### config.mk
export PLATFORM = sky130hd
export DESIGN_NAME = gps_rom_search_ctrl_flat
export DESIGN_NICKNAME = d
export VERILOG_FILES = /design/src/rtl/gps_pkg.sv /design/src/rtl/gps_rom_search_ctrl_if.sv /design/src/rtl/gps_rr_arb2.sv /design/src/rtl/gps_rom_search_ctrl.sv /design/src/flat_wrapper.sv
export SDC_FILE = /design/constraint.sdc
export NUM_CORES = 1
export LEC_CHECK = 0
export ABC_CLOCK_PERIOD_IN_PS = 3100
export CORE_UTILIZATION = 44
export CTS_CLUSTER_DIAMETER = 150
export CTS_CLUSTER_SIZE = 10
export DETAILED_ROUTE_END_ITERATION = 6
export PLACE_DENSITY = 0.76
export SYNTH_ARGS = -nofsm -noshare
export SYNTH_HDL_FRONTEND = slang
export SYNTH_HIERARCHICAL = 1
export SYNTH_SLANG_ARGS = --single-unit
### constraint.sdc
create_clock -name clk -period 3.1 [get_ports clk]
set_input_delay 0.62 -clock clk [delete_from_list [all_inputs] [get_ports clk]]
set_output_delay 0.62 -clock clk [all_outputs]
set_load 0.05 [all_outputs]
### src/rtl/gps_pkg.sv
// Shared types for the GPS ROM search controller: FSM states, default widths
// and the {key,val} ROM word layout.
package gps_pkg;

    localparam int GPS_AW = 7;
    localparam int GPS_KW = 48;
    localparam int GPS_VW = 48;

    typedef enum logic [1:0] {
        IDLE = 2'd0,
        SCAN = 2'd1,
        DONE = 2'd2
    } state_t;

    typedef struct packed {
        logic [GPS_KW-1:0] key;
        logic [GPS_VW-1:0] val;
    } rom_word_t;

    function automatic rom_word_t split_rom_word(input logic [GPS_KW+GPS_VW-1:0] word);
        rom_word_t w;
        w.key = word[GPS_KW+GPS_VW-1:GPS_VW];
        w.val = word[GPS_VW-1:0];
        return w;
    endfunction

endpackage

### src/rtl/gps_rom_search_ctrl_if.sv
// Requester and ROM-side signals of the ROM search controller.
interface gps_rom_search_ctrl_if #(
    parameter int AW = 7,
    parameter int KW = 48,
    parameter int VW = 48
);
    logic [1:0]       req;
    logic [KW-1:0]    query0;
    logic [KW-1:0]    query1;
    logic [AW-1:0]    rom_addr;
    logic [KW+VW-1:0] rom_data;
    logic             busy;
    logic [1:0]       done;
    logic             rsp_id;
    logic [KW-1:0]    key_lo;
    logic [VW-1:0]    val_lo;
    logic [KW-1:0]    key_hi;
    logic [VW-1:0]    val_hi;
    logic [AW-1:0]    idx_lo;
    logic             oor_lo;
    logic             oor_hi;

    modport master (
        output req, query0, query1, rom_data,
        input  rom_addr, busy, done, rsp_id, key_lo, val_lo, key_hi, val_hi,
               idx_lo, oor_lo, oor_hi
    );

    modport slave (
        input  req, query0, query1, rom_data,
        output rom_addr, busy, done, rsp_id, key_lo, val_lo, key_hi, val_hi,
               idx_lo, oor_lo, oor_hi
    );
endinterface

### src/rtl/gps_rr_arb2.sv
// Two-requester round-robin arbiter; r_last remembers the previous winner and
// is only updated when the grant is actually taken (i_en).
module gps_rr_arb2 (
    input  logic       clk,
    input  logic       reset_n,
    input  logic       i_en,
    input  logic [1:0] i_req,
    output logic       o_gnt_vld,
    output logic       o_gnt_id
);
    logic r_last;

    assign o_gnt_vld = |i_req;
    assign o_gnt_id  = (&i_req) ? ~r_last : i_req[1];

    // Reset to 1 so requester 0 wins the first tie.
    always_ff @(posedge clk or negedge reset_n) begin
        if (!reset_n) begin
            r_last <= 1'b1;
        end else if (i_en && o_gnt_vld) begin
            r_last <= o_gnt_id;
        end
    end
endmodule

### src/rtl/gps_rom_search_ctrl.sv
// Linear-scan bracket search over a sorted ROM shared by two requesters.
//   state | meaning
//   IDLE  | wait for a request, arbitrate, latch query, prefetch address 1
//   SCAN  | consume one ROM entry per cycle until key > query or last entry
//   DONE  | one-cycle done pulse to the owner; results already registered
module gps_rom_search_ctrl
    import gps_pkg::*;
#(
    parameter int AW    = GPS_AW,
    parameter int KW    = GPS_KW,
    parameter int VW    = GPS_VW,
    parameter int DEPTH = 128
) (
    input logic                  clk,
    input logic                  reset_n,
    gps_rom_search_ctrl_if.slave bus
);
    localparam logic [AW-1:0] LAST_ADDR = AW'(DEPTH - 1);

    state_t          r_state;
    state_t          w_next;
    logic            w_gnt_vld;
    logic            w_gnt_id;
    logic            w_grant;
    rom_word_t       w_word;
    logic            w_last;
    logic            w_above;
    logic            w_hit;

    logic [KW-1:0]   r_query;
    logic            r_id;
    logic [AW-1:0]   r_idx;
    logic [AW-1:0]   r_rom_addr;
    logic [KW-1:0]   r_prev_key;
    logic [VW-1:0]   r_prev_val;
    logic            r_oor_lo_pend;
    logic [KW-1:0]   r_key_lo;
    logic [VW-1:0]   r_val_lo;
    logic [KW-1:0]   r_key_hi;
    logic [VW-1:0]   r_val_hi;
    logic [AW-1:0]   r_idx_lo;
    logic            r_oor_lo;
    logic            r_oor_hi;
    logic            r_rsp_id;

    assign w_grant = (r_state == IDLE) && w_gnt_vld;

    gps_rr_arb2 u_arb (
        .clk       (clk),
        .reset_n   (reset_n),
        .i_en      (w_grant),
        .i_req     (bus.req),
        .o_gnt_vld (w_gnt_vld),
        .o_gnt_id  (w_gnt_id)
    );

    // r_idx is the index of the entry arriving on rom_data this cycle.
    assign w_word  = split_rom_word(bus.rom_data);
    assign w_last  = (r_idx == LAST_ADDR);
    assign w_above = (w_word.key > r_query);
    assign w_hit   = (r_idx != '0) && (w_above || w_last);

    always_ff @(posedge clk or negedge reset_n) begin
        if (!reset_n) begin
            r_state <= IDLE;
        end else begin
            r_state <= w_next;
        end
    end

    always_comb begin
        w_next = r_state;
        case (r_state)
            IDLE:    if (w_gnt_vld) w_next = SCAN;
            SCAN:    if (w_hit)     w_next = DONE;
            DONE:    w_next = IDLE;
            default: w_next = IDLE;
        endcase
    end

    always_comb begin
        bus.busy = (r_state == SCAN);
        bus.done = {(r_state == DONE) &&  r_rsp_id,
                    (r_state == DONE) && !r_rsp_id};
    end

    assign bus.rom_addr = r_rom_addr;
    assign bus.rsp_id   = r_rsp_id;
    assign bus.key_lo   = r_key_lo;
    assign bus.val_lo   = r_val_lo;
    assign bus.key_hi   = r_key_hi;
    assign bus.val_hi   = r_val_hi;
    assign bus.idx_lo   = r_idx_lo;
    assign bus.oor_lo   = r_oor_lo;
    assign bus.oor_hi   = r_oor_hi;

    // rom_addr runs one entry ahead of r_idx to cover the ROM read latency.
    always_ff @(posedge clk or negedge reset_n) begin
        if (!reset_n) begin
            r_query       <= '0;
            r_id          <= 1'b0;
            r_idx         <= '0;
            r_rom_addr    <= '0;
            r_prev_key    <= '0;
            r_prev_val    <= '0;
            r_oor_lo_pend <= 1'b0;
            r_key_lo      <= '0;
            r_val_lo      <= '0;
            r_key_hi      <= '0;
            r_val_hi      <= '0;
            r_idx_lo      <= '0;
            r_oor_lo      <= 1'b0;
            r_oor_hi      <= 1'b0;
            r_rsp_id      <= 1'b0;
        end else begin
            if (w_grant) begin
                r_query    <= w_gnt_id ? bus.query1 : bus.query0;
                r_id       <= w_gnt_id;
                r_idx      <= '0;
                r_rom_addr <= AW'(1);
            end else if (r_state == SCAN) begin
                if (w_hit) begin
                    r_key_lo   <= r_prev_key;
                    r_val_lo   <= r_prev_val;
                    r_key_hi   <= w_word.key;
                    r_val_hi   <= w_word.val;
                    r_idx_lo   <= r_idx - AW'(1);
                    r_oor_lo   <= r_oor_lo_pend;
                    r_oor_hi   <= w_last && !w_above;
                    r_rsp_id   <= r_id;
                    r_rom_addr <= '0;
                end else begin
                    if (r_idx == '0) begin
                        r_oor_lo_pend <= (r_query < w_word.key);
                    end
                    r_prev_key <= w_word.key;
                    r_prev_val <= w_word.val;
                    r_idx      <= r_idx + AW'(1);
                    if (r_rom_addr != LAST_ADDR) begin
                        r_rom_addr <= r_rom_addr + AW'(1);
                    end
                end
            end
        end
    end
endmodule

### src/flat_wrapper.sv
// flat-port wrapper written by rule: the top's interface ports become plain ports
module gps_rom_search_ctrl_flat import gps_pkg::*;
#(
    parameter int AW    = GPS_AW,
    parameter int KW    = GPS_KW,
    parameter int VW    = GPS_VW,
    parameter int DEPTH = 128
)
  (clk, reset_n, bus_req, bus_query0, bus_query1, bus_rom_data, bus_rom_addr, bus_busy, bus_done, bus_rsp_id, bus_key_lo, bus_val_lo, bus_key_hi, bus_val_hi, bus_idx_lo, bus_oor_lo, bus_oor_hi);
  gps_rom_search_ctrl_if #(.AW(AW), .KW(KW), .VW(VW)) bus_i ();
  input logic clk;
  input logic reset_n;
  input wire logic [$bits(bus_i.req)-1:0] bus_req;
  input wire logic [$bits(bus_i.query0)-1:0] bus_query0;
  input wire logic [$bits(bus_i.query1)-1:0] bus_query1;
  input wire logic [$bits(bus_i.rom_data)-1:0] bus_rom_data;
  output wire logic [$bits(bus_i.rom_addr)-1:0] bus_rom_addr;
  output wire logic [$bits(bus_i.busy)-1:0] bus_busy;
  output wire logic [$bits(bus_i.done)-1:0] bus_done;
  output wire logic [$bits(bus_i.rsp_id)-1:0] bus_rsp_id;
  output wire logic [$bits(bus_i.key_lo)-1:0] bus_key_lo;
  output wire logic [$bits(bus_i.val_lo)-1:0] bus_val_lo;
  output wire logic [$bits(bus_i.key_hi)-1:0] bus_key_hi;
  output wire logic [$bits(bus_i.val_hi)-1:0] bus_val_hi;
  output wire logic [$bits(bus_i.idx_lo)-1:0] bus_idx_lo;
  output wire logic [$bits(bus_i.oor_lo)-1:0] bus_oor_lo;
  output wire logic [$bits(bus_i.oor_hi)-1:0] bus_oor_hi;
  assign bus_i.req = bus_req;
  assign bus_i.query0 = bus_query0;
  assign bus_i.query1 = bus_query1;
  assign bus_i.rom_data = bus_rom_data;
  assign bus_rom_addr = bus_i.rom_addr;
  assign bus_busy = bus_i.busy;
  assign bus_done = bus_i.done;
  assign bus_rsp_id = bus_i.rsp_id;
  assign bus_key_lo = bus_i.key_lo;
  assign bus_val_lo = bus_i.val_lo;
  assign bus_key_hi = bus_i.key_hi;
  assign bus_val_hi = bus_i.val_hi;
  assign bus_idx_lo = bus_i.idx_lo;
  assign bus_oor_lo = bus_i.oor_lo;
  assign bus_oor_hi = bus_i.oor_hi;
  gps_rom_search_ctrl #(.AW(AW), .KW(KW), .VW(VW), .DEPTH(DEPTH)) u_core (.clk(clk), .reset_n(reset_n), .bus(bus_i));
endmodule
==> results of run 1 <==
layout by cell type (no fill, tap or decap), types with 3 or more instances in the layout:
cell type        count
buf_6                9
ha_1                33
nand4_1             13
nor3_2               4
mux2i_1             53
mux2_4             294
nor3_1               3
and3_1               3
nand3_1              6
dlygate4sd2_1       43
and2_1               3
a21oi_2              7
clkbuf_1             7
ha_4                18
buf_4               71
diode_2              3
buf_12              37
nor2_1               9
a21o_1               3
inv_2               18
buf_8               14
o21ai_0             54
a21oi_1             16
nand2_1             79
inv_1               38
dfrtp_1            364
clkbuf_16           57
buf_16              14
o21a_1               3
xnor2_1              4
clkdlybuf4s50_1    361
timing repair:
action / 4_1_cts / 5_1_grt
gates resized for setup: 219 / 222
endpoints found under the setup margin: 312 / 303
buffers inserted: 26 / 13
cloned: 17 / 15
pin swaps: 34 / 16
synth_stat cells (all sizes together) (7+ instances only):
library cell / number / share of area
dfrtp: 364 / 0.59
mux2: 296 / 0.22
nand2: 82 / 0.020
inv: 56 / 0.014
o21ai: 56 / 0.018
mux2i: 53 / 0.034
ha: 51 / 0.041
buf: 37 / 0.013
a21oi: 24 / 0.0078
clkbuf: 18 / 0.0044
nand4: 13 / 0.0053
nor2: 10 / 0.0024
nor3: 9 / 0.0036
nand3: 7 / 0.0023
flip-flops by register name, indices dropped and copies added (netlist names), 2 cells and up:
name	flops
u_core/r_query	48
u_core/bus.key_hi	48
u_core/r_state	2
u_core/r_prev_val	48
u_core/bus.rom_addr	7
u_core/bus.idx_lo	7
u_core/r_prev_key	48
u_core/bus.key_lo	48
u_core/bus.val_hi	48
u_core/r_idx	7
u_core/bus.val_lo	48
layer usage:
| metal | global-route usage | up-vias |
|---|---|---|
| li1 | - | 5073 |
| met1 | 0.3077 | 5778 |
| met2 | 0.4269 | 350 |
| met3 | 0.05190 | 92 |
| met4 | 0.08065 | 0 |
| met5 | 0 | - |
power by group:
part / total [W] / internal [W] / switching [W]
sequential: 0.00885 / 0.00725 / 0.00160
clock: 0.00427 / 0.00247 / 0.00180
combinational: 0.0206 / 0.0103 / 0.0102
cell families after synthesis:
kind of cell / share of synthesized area
AOI/OAI and AO/OA: 0.03878
xor gates and xnor gates: 0.003400
adders and majority gates: 0.04129
buffers and inverters: 0.03101
DFF: 0.5911
muxes: 0.2500
and+or+nand+nor: 0.04445
worst min path at each step:
stage                                       end          startpoint  slack (ns)  cells after the start
after floorplan            u_core/bus.idx_lo[0]             reset_n        0.32                      0
after global placement       u_core/r_query[41]  u_core/r_query[41]        0.46                      2
after detailed placement            u_core/r_id         u_core/r_id        0.47                      2
after CTS                 u_core/bus.key_lo[37]             reset_n        0.03                      1
after global routing      u_core/bus.key_lo[34]             reset_n        0.04                      1
final                     u_core/bus.key_lo[34]             reset_n        0.02                      1
cell type report:
type / count / area, µm²
Sequential cell: 365 / 9135
Clock inverter: 2 / 16.27
Multi-Input combinational cell: 655 / 7351
Antenna cell: 3 / 7.507
Fill cell: 2263 / 9827
Inverter: 57 / 214.0
Clock buffer: 50 / 1102
Timing Repair Buffer: 564 / 6321
Tap cell: 455 / 569.3
metrics by stage:
step | area [µm²] | util | TNS (ns) | hold slack (ns) | std cells
after floorplan | 15650 | - | -3.251 | 0.3244 | 1132
after global placement | 21010 | 0.6082 | -297.98 | 0.4646 | 2036
after detailed placement | 21010 | 0.6082 | -304.61 | 0.4683 | 2036
after CTS | 23590 | 0.6829 | -34.09 | 0.03039 | 2129
after global routing | 24710 | 0.7154 | -34.03 | 0.03683 | 2150
final | 24720 | 0.7155 | -6.250 | 0.01569 | 2151
==> impl_metrics.py, run 1 <==
metrics = {
    "detailed_routing": {
        "totalWireLength_um": 47480,
        "wl_per_cell_um": 22.07,
        "wl_met3_um": 2725,
        "route.detailed.drc": 0,
        "top_layer_used": "met4",
        "wl_met1_um": 19450,
        "ant_nets": 0,
        "vias_per_cell": 5.250,
        "route.vias.total": 11290,
        "wl_met2_um": 23990,
        "drt_iter0_markers": 575,
        "drt_first_pass_iters": 4,
    },
    "clock_tree": {
        "clock_latency_ns": 0.52,
        "cts.hold.buffers_added": 0,
        "cts_buffer_depth": 3,
        "htree_levels": 2,
        "numCtsBuffers": 42,
        "clock_sink_count": 365,
        "path_clk_slew_ns": 0.05,
        "cts_tree": "yes",
        "cts_root_buf": "clkbuf_16",
    },
    "final_layout": {
        "area_delta_synth_final_pct": 59.93,
        "layout.nets": 1932,
        "drive_gt1_frac": 0.3361,
    },
    "critical_path": {
        "critPathBufInv": 7,
        "critical-path-max-stage-delay_ns": 0.34,
        "cpLargestDelayFamily": "buffers and inverters",
        "crit_type": "in2reg",
        "r2r-start": "u_core/r_query[36]",
        "arrival_ns": 3.62,
        "crit_chain": "dlygate4sd2_1, inv_1, ha_1, nand2_1, o21ai_1, a221oi_2, o22ai_2, nor4_2, nand3_2, a211oi_4, buf_6, buf_8, buf_12, buf_12, buf_16, mux2_4",
        "rr_endpoint": "u_core/bus.key_lo[4]",
        "cp_max_fo": 6,
        "cp-end-kind": "register",
        "cp.depth": 16,
        "crit_start": "bus_rom_data[82]",
        "slowest_stage": "a221oi_2",
        "ff2ff_path_depth": 13,
        "worstSetupEndpoint": "u_core/bus.key_lo[4]",
        "cp.required_ns": 3.50,
        "reg2reg_setup_slack_ns": -0.09,
        "startpoint_type": "primary input",
        "cp_common_cell": "buf_12",
    },
    "power_and_ir_drop": {
        "powerDensity_nw_per_um2": 1363,
        "p_total_w": 0.03369,
        "p_leak_nw": 11.33,
        "ir_drop_mv": 0.9083,
    },
    "sta": {
        "worst-slew-pin-transition_ns": 0.6789,
        "layout_min_cycle_time_ns": 3.227,
        "rsz0062_at_grt": "true",
        "drv_slew": 0,
        "max_freq_mhz": 309.9,
        "finalHoldViolations": 0,
        "period_share": 1.041,
        "skew_ns": 0.01398,
        "fin_ws_ns": -0.1270,
        "setup_viol": 213,
        "maxSlewHeadroom": 0.5460,
    },
    "logic_synthesis": {
        "yosysWarnings": 6,
        "ys_types": 53,
        "syn-num-nets": 1379,
        "syn_area_um2": 15450,
        "synth_seq_cells": 365,
        "synthCells": 1132,
        "yosysSeqAreaShare": 0.5911,
        "ys_async_sr_fraction": 1.000,
        "ys_dominant_reg_cell": "dfrtp_1",
        "synth_enable_flop_cells": 0,
        "synth.avg_cell_area_um2": 13.65,
    },
    "global_routing": {
        "grt_first_pass_wirelength_um": 68750,
        "grt_max_degree": 82,
        "grt_pass1_vias": 12080,
        "antenna_found_initial": 3,
        "gr-total-overflow": 0,
        "grt_usage": 0.2471,
    },
    "placement": {
        "gp_congestion": 0.8271,
        "io_buffers": 407,
        "post-place-ws_ns": -1.127,
        "dpl.hpwl_um": 29570,
    },
    "run_status": {
        "violations": "setup timing",
        "outcome": "finished with violations",
    },
    "die": {
        "io_pins": 408,
        "core_um2": 34540,
        "num_rows": 68,
        "die_area_um2": 35880,
        "start_util": 0.4474,
        "chipHeight_um": 189.4,
        "die-width_um": 189.4,
    },
    "run": {
        "drv_cap": 0,
    },
    "worst_hold_path": {
        "hp-class": "in2async",
    },
}
Note: power is estimated with default switching activity, not from simulation.
==> run 2, diff against run 1 <==
--- a/config.mk
+++ b/config.mk
@@ -6,6 +6,7 @@
 export NUM_CORES = 1
 export LEC_CHECK = 0
 export ABC_CLOCK_PERIOD_IN_PS = 3100
+export CAP_MARGIN = 20
 export CORE_UTILIZATION = 44
 export CTS_CLUSTER_DIAMETER = 150
 export CTS_CLUSTER_SIZE = 10
==> results of run 2 <==
Final layout, timing and power as in run 1 (identical DEF).
==> run 3, diff against run 2 <==
--- a/config.mk
+++ b/config.mk
@@ -11,6 +11,7 @@
 export CTS_CLUSTER_DIAMETER = 150
 export CTS_CLUSTER_SIZE = 10
 export DETAILED_ROUTE_END_ITERATION = 6
+export MAX_ROUTING_LAYER = met4
 export PLACE_DENSITY = 0.76
 export SYNTH_ARGS = -nofsm -noshare
 export SYNTH_HDL_FRONTEND = slang
==> run 3 against run 2 <==
Effect of this change:
- the run still ends with setup timing left
- fmax decreased by 0.21%
- total power decreased by 0.49%
- clock skew about the same
- non-clock buffer count decreased by 4
- die area unchanged
- first-iteration DRC count increased by 7.5%
- sequential power about the same
- count of clock-buffer cells in the layout unchanged
- global-route usage increased by 0.75 points
- final cell count decreased by 0.14%
- critical path depth unchanged
- routed wire length decreased by 0.67%
- critical path type unchanged
- largest cell class unchanged
==> impl_metrics.py, run 3 (synthesis gave the netlist of run 1 again) <==
metrics = {
    "die": {
        "start_util": 0.4474,
        "io_pins": 408,
        "die_area_um2": 35880,
        "num_rows": 68,
        "die-width_um": 189.4,
        "chipHeight_um": 189.4,
        "core_um2": 34540,
    },
    "final_layout": {
        "drive_gt1_frac": 0.3339,
        "fill_cells": 2266,
        "layout.nets": 1928,
        "final_common_cell": "dfrtp_1",
        "layout_common_cells": "364 x dfrtp_1, 361 x clkdlybuf4s50_1, 293 x mux2_4",
        "area_delta_synth_final_pct": 59.46,
        "fin_area_um2": 24640,
    },
    "clock_tree": {
        "cts_buffer_depth": 3,
        "htree_levels": 2,
        "clock_latency_ns": 0.52,
        "cts_tree": "yes",
        "clock_sink_count": 365,
        "cts_root_buf": "clkbuf_16",
        "path_clk_slew_ns": 0.05,
        "numCtsBuffers": 42,
    },
    "sta": {
        "worst-slew-pin-transition_ns": 0.6673,
        "setup_viol": 202,
        "fin_ws_ns": -0.1339,
        "maxSlewHeadroom": 0.5537,
        "layout_min_cycle_time_ns": 3.234,
        "finalHoldViolations": 0,
        "period_share": 1.043,
        "skew_ns": 0.01360,
        "drv_slew": 0,
        "rsz0062_at_grt": "true",
        "max_freq_mhz": 309.2,
    },
    "run_status": {
        "violations": "setup timing",
        "outcome": "finished with violations",
    },
    "critical_path": {
        "startpoint_type": "primary input",
        "reg2reg_setup_slack_ns": -0.10,
        "slowest_stage": "a221oi_2",
        "cp_max_fo": 6,
        "cp.required_ns": 3.50,
        "crit_start": "bus_rom_data[82]",
        "critical-path-max-stage-delay_ns": 0.34,
        "worstSetupEndpoint": "u_core/bus.key_lo[4]",
        "crit_chain": "dlygate4sd2_1, inv_1, ha_1, nand2_1, o21ai_1, a221oi_2, o22ai_2, nor4_2, nand3_2, a211oi_4, buf_6, buf_8, buf_12, buf_12, buf_16, mux2_4",
        "rr_endpoint": "u_core/bus.key_lo[4]",
        "cp_common_cell": "buf_12",
        "cp-end-kind": "register",
        "crit_type": "in2reg",
        "r2r-start": "u_core/r_query[36]",
        "ff2ff_path_depth": 13,
        "arrival_ns": 3.63,
    },
    "global_routing": {
        "antenna_found_initial": 4,
        "grt_usage": 0.2546,
        "grt_first_pass_wirelength_um": 68660,
        "grt_pass1_vias": 12090,
        "gr-total-overflow": 0,
        "grt_max_degree": 82,
    },
    "power_and_ir_drop": {
        "p_leak_nw": 11.28,
        "p_total_w": 0.03352,
        "powerDensity_nw_per_um2": 1360,
        "ir_drop_mv": 0.8846,
    },
    "detailed_routing": {
        "route.vias.total": 11250,
        "drt_iter0_markers": 618,
        "route.detailed.drc": 0,
        "totalWireLength_um": 47160,
        "vias_per_cell": 5.236,
        "drt_first_pass_iters": 5,
        "wl_per_cell_um": 21.96,
        "ant_nets": 0,
    },
    "placement": {
        "io_buffers": 407,
        "dpl.hpwl_um": 29570,
        "place_area_um2": 21010,
        "gp_congestion": 0.8396,
    },
    "run": {
        "drv_cap": 0,
    },
    "worst_hold_path": {
        "hp-class": "in2async",
    },
}
-- run 3: what timing repair did --
action	CTS	global route
endpoints found under the setup margin	312	303
buffers inserted	26	10
hold buffers	0	0
gates resized for setup	219	218
pin swaps	34	17
cloned	17	14
-- run 3: report_power, final --
part	internal [W]	total, W	switching [W]
Sequential	0.00725	0.00885	0.00160
Clock	0.00247	0.00427	0.00180
Combinational	0.0102	0.0204	0.0102
Total	0.0199	0.0335	0.0136
-- run 3: worst max-delay path: cells and delay by family --
family | cells | cell delay (ns)
AO/OA/AOI/OAI | 4 | 0.83
adder cells (fa/ha/maj) | 1 | 0.30
buffers and inverters | 7 | 1.01
multiplexers | 1 | 0.30
AND/OR/NAND/NOR | 3 | 0.56
-- run 3: cell type report --
type / count / area [µm²] / share of cell area
clock inverter: 2 / 16.27 / 0.0006600
antenna: 4 / 10.01 / 0.0004062
sequential: 365 / 9135 / 0.3707
inverter: 57 / 214.0 / 0.008682
multi-input combinational: 655 / 7340 / 0.2978
timing repair buffer: 560 / 6257 / 0.2539
tap: 455 / 569.3 / 0.02310
clock buffer: 50 / 1102 / 0.04473
-- run 3: layer usage --
metal  GRT usage  share of wire  vias up
li1            -              -     5071
met1      0.3082           0.41     5750
met2      0.4267           0.50      337
met3     0.05023          0.055       89
met4     0.08220          0.027        0
met5           -              0        -
-- run 3: worst min-delay path by stage --
stage / startpoint / endpoint / slack [ns] / cells after the start
6_report: reset_n / u_core/bus.key_lo[34] / 0.02 / 1
5_1_grt: reset_n / u_core/bus.key_lo[34] / 0.03 / 1
4_1_cts: reset_n / u_core/bus.key_lo[37] / 0.03 / 1
3_5_place_dp: u_core/r_id / u_core/r_id / 0.47 / 2
3_3_place_gp: u_core/r_query[41] / u_core/r_query[41] / 0.46 / 2
2_1_floorplan: reset_n / u_core/bus.idx_lo[0] / 0.32 / 0
-- run 3: metrics by stage --
| step | std cells | util | hold slack (ns) | worst slack [ns] | setup TNS, ns |
|---|---|---|---|---|---|
| 3_3_place_gp | 2036 | 0.6082 | 0.4646 | -1.086 | -297.98 |
| 6_report | 2148 | 0.7134 | 0.01592 | -0.1339 | -6.734 |
| 5_1_grt | 2148 | 0.7134 | 0.03374 | -0.1871 | -25.97 |
| 4_1_cts | 2129 | 0.6829 | 0.03039 | -0.2533 | -34.09 |
| 3_5_place_dp | 2036 | 0.6082 | 0.4683 | -1.127 | -304.61 |
| 2_1_floorplan | 1132 | - | 0.3244 | -0.03255 | -3.251 |
